`src/rtl/serial_frame_tx.sv`:
```
// rtl/serial_frame_tx.sv - start/stop framed MSB-first serial transmitter with mid-bit strobe
//
// Ports:
//   clk         system clock, rising edge
//   reset_n     asynchronous active-low reset
//   tx_data     parallel word, registered on the accept edge
//   tx_valid    producer offers tx_data
//   tx_ready    high only in IDLE (combinational)
//   sd_out      serial line, idles high (registered)
//   sd_strobe   one-cycle pulse at the centre of each data bit (registered)
//   busy        frame in progress (registered)
//   frame_done  one-cycle pulse on the last stop-bit cycle (registered)

module serial_frame_tx #(
  parameter int DATA_W  = 8,
  parameter int CLK_DIV = 4
) (
  input  logic              clk,
  input  logic              reset_n,
  input  logic [DATA_W-1:0] tx_data,
  input  logic              tx_valid,
  output logic              tx_ready,
  output logic              sd_out,
  output logic              sd_strobe,
  output logic              busy,
  output logic              frame_done
);

  localparam int CW = $clog2(CLK_DIV);
  localparam int BW = (DATA_W > 1) ? $clog2(DATA_W) : 1;
  localparam logic [CW-1:0] CYC_LAST = CW'(CLK_DIV - 1);
  localparam logic [CW-1:0] CYC_MID  = CW'(CLK_DIV / 2);
  localparam logic [BW-1:0] BIT_LAST = BW'(DATA_W - 1);

  typedef enum logic [1:0] {IDLE, START, DATA, STOP} state_e;

  state_e            state_q, state_d;
  logic [CW-1:0]     cyc_q, cyc_d;
  logic [BW-1:0]     bit_q, bit_d;
  logic [DATA_W-1:0] shift_q, shift_d;
  logic              sd_out_q, sd_out_d;
  logic              strobe_q, strobe_d;
  logic              busy_q, busy_d;
  logic              done_q, done_d;

  always_ff @(posedge clk or negedge reset_n) begin
    if (!reset_n) begin
      state_q  <= IDLE;
      cyc_q    <= '0;
      bit_q    <= '0;
      shift_q  <= '0;
      sd_out_q <= 1'b1;
      strobe_q <= 1'b0;
      busy_q   <= 1'b0;
      done_q   <= 1'b0;
    end else begin
      state_q  <= state_d;
      cyc_q    <= cyc_d;
      bit_q    <= bit_d;
      shift_q  <= shift_d;
      sd_out_q <= sd_out_d;
      strobe_q <= strobe_d;
      busy_q   <= busy_d;
      done_q   <= done_d;
    end
  end

  always_comb begin
    state_d = state_q;
    cyc_d   = cyc_q;
    bit_d   = bit_q;
    shift_d = shift_q;
    case (state_q)
      IDLE: begin
        if (tx_valid) begin
          state_d = START;
          cyc_d   = '0;
          bit_d   = '0;
          shift_d = tx_data;
        end
      end
      START: begin
        if (cyc_q == CYC_LAST) begin
          cyc_d   = '0;
          state_d = DATA;
        end else begin
          cyc_d = cyc_q + CW'(1);
        end
      end
      DATA: begin
        if (cyc_q == CYC_LAST) begin
          cyc_d = '0;
          if (bit_q == BIT_LAST) begin
            state_d = STOP;
            bit_d   = '0;
          end else begin
            bit_d   = bit_q + BW'(1);
            shift_d = shift_q << 1;
          end
        end else begin
          cyc_d = cyc_q + CW'(1);
        end
      end
      STOP: begin
        if (cyc_q == CYC_LAST) begin
          cyc_d   = '0;
          state_d = IDLE;
        end else begin
          cyc_d = cyc_q + CW'(1);
        end
      end
      default: state_d = IDLE;
    endcase
  end

  // Outputs are decoded from the next state so the registered copies line up
  // with state_q in the same cycle.
  always_comb begin
    sd_out_d = 1'b1;
    case (state_d)
      START:   sd_out_d = 1'b0;
      DATA:    sd_out_d = shift_d[DATA_W-1];
      default: sd_out_d = 1'b1;
    endcase
    strobe_d = (state_d == DATA) && (cyc_d == CYC_MID);
    done_d   = (state_d == STOP) && (cyc_d == CYC_LAST);
    busy_d   = (state_d != IDLE);
  end

  assign tx_ready   = (state_q == IDLE);
  assign sd_out     = sd_out_q;
  assign sd_strobe  = strobe_q;
  assign busy       = busy_q;
  assign frame_done = done_q;

endmodule

```
`config.mk`:
```
export PLATFORM = sky130hd
export DESIGN_NAME = serial_frame_tx
export DESIGN_NICKNAME = d
export VERILOG_FILES = /design/src/rtl/serial_frame_tx.sv
export SDC_FILE = /design/constraint.sdc
export NUM_CORES = 1
export LEC_CHECK = 0
export ABC_AREA = 0
export BUFFER_PORTS_ARGS = -buffer_cell sky130_fd_sc_hd__buf_4
export CAP_MARGIN = 40
export CORE_UTILIZATION = 54
export CTS_CLUSTER_DIAMETER = 30
export DETAILED_ROUTE_END_ITERATION = 7
export GPL_TIMING_DRIVEN = 0
export PLACE_DENSITY_LB_ADDON = 0.25
export REMOVE_ABC_BUFFERS = 1
export SYNTH_ARGS = -nofsm -noshare
export SYNTH_HDL_FRONTEND = slang
export SYNTH_SLANG_ARGS = --single-unit
```
`constraint.sdc`:
```
create_clock -name clk -period 1.8 [get_ports clk]
set_input_delay 0.09 -clock clk [delete_from_list [all_inputs] [get_ports clk]]
set_output_delay 0.09 -clock clk [all_outputs]
set_load 0.02 [all_outputs]
```
==> flow_summary_export.csv <==
group,metric,value,unit
yosys,synth_edf_count,0,
power_and_ir_drop,comb_power_share,44.2,%
worst_setup_path,crit_path_end_kind,"flop",
sta,min_period_over_period,95.86,%
worst_setup_path,crit_chain,"ha_1, ha_2, and4bb_4, a21oi_4, a221o_1",
sta,min_period,1.726,ns
floorplan,core-area,1727,um2
yosys,synth_commonest_cells,"dfrtp_1, a221o_1, and3_1",
global_route,grt_max_degree,20,
placement,hpwl,1184,um
power_and_ir_drop,total_power,0.001957,W
floorplan,initial_core_util,57.46,%
worst_setup_path,cpPeakStageDelay,0.43,ns
power_and_ir_drop,p_per_area,1734,nW/um2
floorplan,ioPinCount,16,
worst_setup_path,crit_family,"flip-flops",
power_and_ir_drop,p_sw_share,39.19,%
sta,drv_slew,0,
drt,viasPerCell,5.640,
worst_setup_path,cp.arrival,1.91,ns
global_route,grt-ovfl-total,0,
drt,wl,1848,um
drt,vias,705,
cts,htreeDepth,1,
power_and_ir_drop,p_leak,0.5189,nW
sta,clock_skew,0.004474,ns
cts,clkSinkCount,19,
sta,fin_tns_setup,0,ns
cts,numCtsBuffers,3,
yosys,synth_top_area_share,45.40,%
cts,insertion_delay,0.29,ns
yosys,synth.yosys.seq_area_share,48.05,%
sta,hold_viol,0,
worst_setup_path,critPathSlowestCell,"dfrtp_1",
yosys,post-synth-top-area-cell,"dfrtp_1",
yosys,syn-instance-count,87,
yosys,synthTopCellsByArea,"dfrtp_1, a221o_1, buf_6",
power_and_ir_drop,ir_worst_vdd,1.106,mV
placement,dp_cells,119,
worst_setup_path,setup.worst_path.class,"flop to flop",
global_route,first_global_vias,632,
yosys,yosysMostFrequentCell,"dfrtp_1",
power_and_ir_drop,p_int,0.001190,W
global_route,groute.usage.overall,20.29,%
power_and_ir_drop,sequentialPowerShare,44.8,%
drt,drc,0,
sta,max_freq,0.5795,GHz
layout,areaGrowthSynthToFinish,13.74,%
yosys,syn_area,992.2,um2
yosys,async_flop_share,100.0,%
floorplan,num_rows,15,
cts,clockBufferDepth,2,
drt,dr.pass1.iters,4,
worst_setup_path,crit_fanout,7,
layout,final_layout_size_suffix_gt1_share,25.00,%
layout,fill_cells,145,
sta,maxSlewHeadroom,58.02,%
sta,worstMarginPinSlew,0.6297,ns
job,drv_cap,0,
cts,cts_tree,"done",
yosys,synth.distinct_cells,34,
global_route,grt_pass1_wl,2939,um
layout,n_antenna_cell,0,
worst_setup_path,path_buf_inv,0,
cts,root_buffer,"clkbuf_4",
global_route,antenna_found_initial,0,
floorplan,die_h,44.87,um
drt,drtAntennaViolNets,0,
power_and_ir_drop,p_clk_share,11.0,%
drt,drt_iter0_drc,22,
placement,port-buffer-count,15,
placement,gp_congestion,0.6804,
cts,clk_pin_slew,0.11,ns
yosys,ys.flop_type,"dfrtp_1",
layout,stdcell_count,125,
floorplan,die-area,2013,um2
yosys,syn_avg_cell_area,11.40,um2
worst_setup_path,cp.required,1.99,ns
sta,rsz0062_at_grt,"false",
power_and_ir_drop,p_switching,0.0007670,W
worst_setup_path,setup.worst_path.start_class,"flop",
floorplan,die_w,44.87,um
drt,wl_per_cell,14.78,um
yosys,ys_ff_latch,19,
layout,final_nets,115,
yosys,yosysWarnings,0,
min_path,min_path_type,"input port to flop",
sta,setup_viol,0,
run_status,status,"complete, no violations",
-- per-layer routing --
metal  GRT usage, %  wire length [um]  vias to the layer above
met5              0                 0                        -
met4          9.697                12                        0
met3          3.600                54                        2
met2          30.59               877                       15
met1          28.46               903                      333
li1               -                 -                      355
-- what timing repair did --
item	CTS	global route
endpoints found under the setup margin	7	7
gates resized for setup	2	2
buffers inserted	0	1
pin swaps	1	1
hold buffers	1	0
hold endpoints to repair	19	0
-- per-stage QoR --
stage | hold WS [ns] | setup WS [ns] | utilization [%] | instance area [um2]
final | 0.04254 | 0.07445 | 65.36 | 1129
after global routing | 0.02319 | 0.01117 | 65.36 | 1129
after CTS | 0.03356 | 0.01141 | 64.49 | 1114
after detailed placement | -0.02113 | -0.08622 | 62.17 | 1074
after global placement | -0.02857 | -0.08157 | 62.17 | 1074
after floorplan | -0.2056 | 0.09316 | - | 929.6
-- power groups by stage --
stage	clock network (W)	logic, W	registers, W
6_report	0.000215	0.000866	0.000876
5_1_grt	0.000246	0.000961	0.000899
4_1_cts	0.000227	0.000859	0.000863
3_5_place_dp	0	0.000847	0.000868
3_3_place_gp	0	0.000818	0.000855
2_1_floorplan	0	0.000604	0.000855
-- sequential cells by signal, indices dropped and copies added, names as in the netlist --
signal and flops:
busy 1, shift_q 8, sd_strobe 1, state_q 2, bit_q 3, frame_done 1, cyc_q 2, sd_out 1
-- layout by cell type, fill, tap and decap left out, drive strengths merged, types with 2 or more instances in the layout --
cell type | netlist | routed
clkbuf | 2 | 4
dfrtp | 18 | 18
nor2b | 2 | 2
nor2 | 4 | 4
and3 | 7 | 7
a22o | 4 | 4
buf | 6 | 16
o31ai | 2 | 2
a221o | 8 | 8
nand2 | 4 | 4
a32o | 2 | 2
o22ai | 2 | 2
inv | 3 | 3
nor3 | 2 | 2
nand2b | 2 | 2
ha | 3 | 3
or2 | 2 | 2
-- layout make-up --
cell class / instances / area [um2] / area share, %
repair buffers: 17 / 130.1 / 11.53
multi-input cells: 57 / 452.9 / 40.13
inverters: 3 / 11.26 / 0.9978
clock buffers: 4 / 26.28 / 2.328
flip-flops and latches: 19 / 476.7 / 42.24
well taps: 25 / 31.28 / 2.772
-- final timing paths --
| kind | from | to | slack [ns] | depth (start not counted) |
|---|---|---|---|---|
| setup / recovery | bit_q[0]$_DFFE_PN0P_ | shift_q[1]$_DFFE_PN0P_ | 0.07 | 5 |
| hold / removal | tx_data[0] | shift_q[0]$_DFFE_PN0P_ | 0.04 | 2 |
| setup reg to reg | bit_q[0]$_DFFE_PN0P_ | shift_q[1]$_DFFE_PN0P_ | 0.07 | 5 |
| hold reg to reg | cyc_q[0]$_DFF_PN0_ | frame_done$_DFF_PN0_ | 0.49 | 1 |
| max in group asynchronous | reset_n | sd_out$_DFF_PN1_ | 1.35 | 2 |
| min in group asynchronous | reset_n | shift_q[1]$_DFFE_PN0P_ | 0.19 | 2 |
-- cell families (layout without fill, tap and decap cells) --
kind of cell	after synthesis	count (layout)	synth area share, %
DFF	19	19	48.05
muxes	1	1	1.009
and+or+nand+nor	28	28	16.77
adders and majority gates	3	3	3.784
xor gates and xnor gates	1	1	0.8829
buffers and inverters	11	24	7.440
AOI/OAI and AO/OA	24	24	22.07
Note: power is estimated with default switching activity, not from simulation.
